[src/rtl/oet_sort_engine_pkg.sv]
// Shared definitions for the odd-even transposition sort engine:
// state encoding, default sizes and the derived index width.
package oet_sort_engine_pkg;

    typedef enum logic [1:0] {
        IDLE  = 2'd0,
        SORT  = 2'd1,
        DRAIN = 2'd2
    } state_t;

    localparam int N_DEF = 32;
    localparam int W_DEF = 8;
    localparam int IDX_W = $clog2(N_DEF);

endpackage

[src/rtl/oet_sort_engine_cmp_swap.sv]
// Single compare-exchange cell of the transposition network.
// lo feeds the lower array index, hi feeds the higher one.
module cmp_swap
    import oet_sort_engine_pkg::*;
#(
    parameter int W       = W_DEF,
    parameter bit DESCEND = 1'b0
) (
    input  logic [W-1:0] a,
    input  logic [W-1:0] b,
    output logic [W-1:0] lo,
    output logic [W-1:0] hi
);

    logic swap;

    // Strict compare so equal keys never move.
    assign swap = DESCEND ? (a < b) : (a > b);
    assign lo   = swap ? b : a;
    assign hi   = swap ? a : b;

endmodule

[src/rtl/oet_sort_engine.sv]
// Snapshot N words, sort with one odd-even transposition phase per
// clock, then stream the result over a valid/ready handshake.
module oet_sort_engine
    import oet_sort_engine_pkg::*;
#(
    parameter int N       = N_DEF,
    parameter int W       = W_DEF,
    parameter bit DESCEND = 1'b0
) (
    input  logic                 clock,
    input  logic                 reset_n,
    input  logic                 start,
    input  logic [N*W-1:0]       in_data,
    output logic                 busy,
    output logic                 out_valid,
    input  logic                 out_ready,
    output logic [W-1:0]         out_data,
    output logic [$clog2(N)-1:0] out_index,
    output logic                 out_last,
    output logic                 done
);

    localparam int IW = $clog2(N);
    localparam int PW = $clog2(N + 1);

    state_t         state;
    logic [PW-1:0]  phase;
    logic [W-1:0]   arr [N];
    logic [W-1:0]   ev  [N];
    logic [W-1:0]   od  [N];
    logic [IW-1:0]  nxt;

    assign nxt = out_index + IW'(1);

    genvar g;
    generate
        for (g = 0; g < N / 2; g++) begin : g_even
            cmp_swap #(.W(W), .DESCEND(DESCEND)) u_cs (
                .a  (arr[2*g]),
                .b  (arr[2*g+1]),
                .lo (ev[2*g]),
                .hi (ev[2*g+1])
            );
        end
        for (g = 0; g < N / 2 - 1; g++) begin : g_odd
            cmp_swap #(.W(W), .DESCEND(DESCEND)) u_cs (
                .a  (arr[2*g+1]),
                .b  (arr[2*g+2]),
                .lo (od[2*g+1]),
                .hi (od[2*g+2])
            );
        end
    endgenerate

    // End elements sit out every odd phase.
    assign od[0]   = arr[0];
    assign od[N-1] = arr[N-1];

    always_ff @(posedge clock) begin
        if (!reset_n) begin
            state     <= IDLE;
            phase     <= '0;
            out_index <= '0;
            out_data  <= '0;
            out_valid <= 1'b0;
            out_last  <= 1'b0;
            busy      <= 1'b0;
            done      <= 1'b0;
            for (int i = 0; i < N; i++) begin
                arr[i] <= '0;
            end
        end else begin
            done <= 1'b0;
            unique case (state)
                IDLE: begin
                    if (start) begin
                        for (int i = 0; i < N; i++) begin
                            arr[i] <= in_data[i*W +: W];
                        end
                        phase <= '0;
                        busy  <= 1'b1;
                        state <= SORT;
                    end
                end
                SORT: begin
                    // Phase count N marks the hand-off cycle into DRAIN.
                    if (phase == PW'(N)) begin
                        state     <= DRAIN;
                        out_index <= '0;
                        out_data  <= arr[0];
                        out_valid <= 1'b1;
                        out_last  <= 1'b0;
                    end else begin
                        arr   <= phase[0] ? od : ev;
                        phase <= phase + PW'(1);
                    end
                end
                DRAIN: begin
                    if (out_ready) begin
                        if (out_last) begin
                            state     <= IDLE;
                            out_valid <= 1'b0;
                            out_last  <= 1'b0;
                            busy      <= 1'b0;
                            done      <= 1'b1;
                        end else begin
                            out_index <= nxt;
                            out_data  <= arr[nxt];
                            out_last  <= (nxt == IW'(N - 1));
                        end
                    end
                end
                default: state <= IDLE;
            endcase
        end
    end

endmodule

[config.mk]
export PLATFORM = sky130hd
export DESIGN_NAME = oet_sort_engine
export DESIGN_NICKNAME = d
export VERILOG_FILES = /design/src/rtl/oet_sort_engine_pkg.sv /design/src/rtl/oet_sort_engine_cmp_swap.sv /design/src/rtl/oet_sort_engine.sv
export SDC_FILE = /design/constraint.sdc
export NUM_CORES = 1
export LEC_CHECK = 0
export BUFFER_PORTS_ARGS = -buffer_cell sky130_fd_sc_hd__buf_4
export CORE_ASPECT_RATIO = 1.1
export CORE_MARGIN = 2
export CORE_UTILIZATION = 45
export DETAILED_ROUTE_END_ITERATION = 8
export PLACE_DENSITY = 0.66
export RECOVER_POWER = 25
export SYNTH_ARGS = -nofsm -noshare
export SYNTH_HDL_FRONTEND = slang
export SYNTH_SLANG_ARGS = --single-unit
[constraint.sdc]
create_clock -name clock -period 2.75 [get_ports clock]
set_input_delay 0.1375 -clock clock [delete_from_list [all_inputs] [get_ports clock]]
set_output_delay 0.1375 -clock clock [all_outputs]
set_load 0.1 [all_outputs]
==> impl_metrics.tcl <==
set metrics [dict create \
    status "completed" \
    drt_iter0_drc 3032 \
    setup_violations 0 \
    cts.sinks 281 \
    routed-wl-met2_um 46400 \
    final_nets 4195 \
    clkLatencyLatePin_ns 0.57 \
    layout-drive-gt1-share_pct 19.9 \
    ios 277 \
    fmax_ghz 0.389 \
    grt-ovfl-total 0 \
    routed_wl_um 107000 \
    rsz0062_at_grt "no" \
    power.internal_mw 12.9 \
    clkSlewWorstSetupHoldPaths_ns 0.06 \
    min_to "arr[248]" \
    slew_headroom_pct 14.1 \
    critPathLaunch "arr[95]" \
    vdd_ir_drop_max_v 0.000423 \
    dp_slack_ns 0.252 \
    hp-class "in2reg" \
    timing.rr.start "arr[95]" \
    worstSetupPathType "reg2reg" \
    finClkSkew_ns 0.0211 \
    cts_buffers 36 \
    synth_ff_type "dfxtp_1" \
    dieWidth_um 237 \
    cts_resized 0 \
    grt_first_pass_wirelength_um 162000 \
    dieArea_um2 61800 \
    clock_power_share_pct 22.9 \
    final.period_utilization_pct 93.5 \
    dr.pass1.iters 9 \
    hold-path-cell-count 4 \
    top_layer_used "met4" \
    finalWorstSetupSlack_ns 0.178 \
    worstMarginPinSlew_ns 1.29 \
    ant_nets 0 \
    avgSynthCellArea_um2 8.15 \
    root_buffer "clkbuf_16" \
    arrival_ns 3.05 \
    switching_power_mw 10.2 \
    numPortBuffers 276 \
    synth-edff-count 0 \
    min_period_ns 2.57 \
    cts_tree "done" \
    cp.required_ns 3.23 \
    clk_path_buf_depth 3 \
    die_h_um 260 \
    wl_met3_um 11100 \
    final-max-slew-violation-count 0 \
    r2r_slack_ns 0.18 \
    combPwrFrac_pct 51.1 \
    start_kind "flop" \
    drcViolationCount 0 \
    synthArstFlopShare_pct 0 \
    wl_per_cell_um 23.8 \
    synth_warnings 0 \
    power_frac_seq_pct 26.0 \
    hold_start "in_data[0]" \
    reg2reg_to "arr[88]" \
    start_util_pct 45.2 \
    grt_usage_pct 33.7 \
    synth_fp_nets 3816 \
    grt_max_degree 193 \
    ys_seq_area_share_pct 20.9 \
    hold_violations 0 \
    num-fill-cells 5484 \
    ys_types 68 \
    switching_share_pct 44.1 \
    met1_length_um 44000 \
    antenna_found_initial 0 \
    htreeDepth 2 \
    place.gp.congestion 0.995 \
    finalPower_mw 23.1 \
    ff2ff_path_depth 9 \
    syn_to_final_growth_pct 23.5 \
    drv_cap 0 \
    antennaDiodeCount 0 \
    synth_cells 3304 \
    critPathMaxFanout 32 \
    netlist_area_um2 26900 \
    dpl.hpwl_um 77200 \
    num_vias 28526 \
    rows 94 \
    endpoint_kind "flop" \
    ys_ff_latch 281 \
    fin_setup_tns_ns 0 \
    leakage_nw 12.3 \
    first_global_vias 26871 \
    vias_per_cell 6.38 \
    p_per_area_nw_per_um2 694 \
    core-area_um2 59500 \
]
[state kept, by name (all words and copies together), names as in the netlist]
signal     flops
out_index      5
phase          6
state          2
out_data       8
busy           1
out_valid      1
out_last       1
arr          256
done           1
[synth_stat cells, types with 4 or more instances]
library cell	number	area share, %
xor2_1	4	0.13
a31oi_1	8	0.19
ha_1	252	12
mux4_2	69	5.8
nor2_1	158	2.2
a21o_1	11	0.31
a211oi_2	5	0.23
nand2b_1	6	0.14
a222oi_1	8	0.30
or3_1	4	0.093
buf_2	72	1.3
o21ai_1	153	2.8
buf_1	27	0.38
a22oi_1	4	0.11
dfxtp_1	281	21
or4_1	112	3.1
nand3_1	17	0.32
buf_4	18	0.50
o211ai_1	260	7.3
o31ai_1	7	0.20
nor2b_1	39	0.91
and4_1	9	0.29
clkbuf_1	163	2.3
nor3_1	10	0.19
nand2_1	538	7.5
o21ai_0	54	1.0
o2111ai_1	128	4.2
buf_6	4	0.17
o21a_1	22	0.61
inv_1	252	3.5
mux2i_1	249	9.3
a2111oi_0	15	0.49
a211oi_1	12	0.33
nand4_1	54	1.3
a2111oi_2	99	5.5
a21oi_1	126	2.3
[final cells by class]
type                            instances  area, um2  share of cell area (%)
Clock buffer                           51       1090                    3.28
Tap cell                              768        961                    2.89
Inverter                              255        962                    2.89
Timing Repair Buffer                  625       5260                    15.8
Sequential cell                       281       5630                    16.9
Clock inverter                         10        183                   0.549
Multi-Input combinational cell       2484      19200                    57.6
[placed cells by master, fill, tap and decap left out, drive strengths merged, types with 4 or more instances in the layout]
cell type,instances
nand2,538
buf,458
dfxtp,281
o211ai,260
inv,256
ha,252
mux2i,249
o21ai,210
nor2,159
dlygate4sd3,145
o2111ai,128
a21oi,126
a2111oi,114
or4,112
clkbuf,73
mux4,69
nand4,54
nor2b,39
o21a,23
a211oi,18
nand3,17
a21o,11
nor3,11
a31oi,10
and4,9
a222oi,8
o31ai,8
nand2b,6
bufinv,5
xor2,5
o41ai,5
or3,4
a22oi,4
clkinv,4
[worst max path at each step]
stage | depth (start not counted) | end
2_1_floorplan | 12 | out_data[1]
3_3_place_gp | 9 | arr[125]
3_5_place_dp | 9 | arr[30]
4_1_cts | 9 | arr[30]
5_1_grt | 9 | arr[39]
6_report | 9 | arr[88]
[cells by family (layout without fill, tap and decap cells)]
group / after synthesis / after routing / share of synthesized area (%)
muxes: 319 / 319 / 15.1
adders and majority gates: 252 / 252 / 11.7
DFF: 281 / 281 / 20.9
and+or+nand+nor: 963 / 963 / 16.5
xor gates and xnor gates: 8 / 8 / 0.288
buffers and inverters: 539 / 941 / 8.21
AOI/OAI and AO/OA: 942 / 942 / 27.3
[critical path, cell delays in order (launching register included)]
cell and delay, ns:
dfxtp_1 0.48, inv_1 0.14, ha_1 0.35, a21oi_1 0.20, o21ai_0 0.12, nor2_1 0.14
a21oi_2 0.07, buf_2 0.29, or4_1 0.56, o2111ai_1 0.12
[power groups by stage]
| stage | Clock, mW | Sequential (mW) | Combinational [mW] |
|---|---|---|---|
| 2_1_floorplan | 0 | 5.69 | 7.38 |
| 3_3_place_gp | 0 | 6.03 | 11.2 |
| 3_5_place_dp | 0 | 6.03 | 11.3 |
| 4_1_cts | 5.33 | 5.95 | 11.6 |
| 5_1_grt | 5.47 | 6.07 | 12.9 |
| 6_report | 5.30 | 6.00 | 11.8 |
[metrics by stage]
stage	area (um2)	hold WS [ns]	instances	utilization, %
after global routing	33300	0.0878	4474	55.9
final	33300	0.0673	4474	55.9
after floorplan	27000	0.325	3304	-
after global placement	30600	0.438	4268	51.5
after detailed placement	30600	0.440	4268	51.5
after CTS	33400	0.0510	4474	56.1
[metal layers]
metal / global-route usage (%) / up-vias
li1: - / 13217
met1: 45.1 / 13560
met2: 51.7 / 1492
met3: 7.75 / 257
met4: 15.3 / 0
met5: 0 / -
[what timing repair did]
action	CTS	global route
hold endpoints to repair	147	0
setup buffers	0	0
hold buffers	145	0
Note: power is estimated with default switching activity, not from simulation.
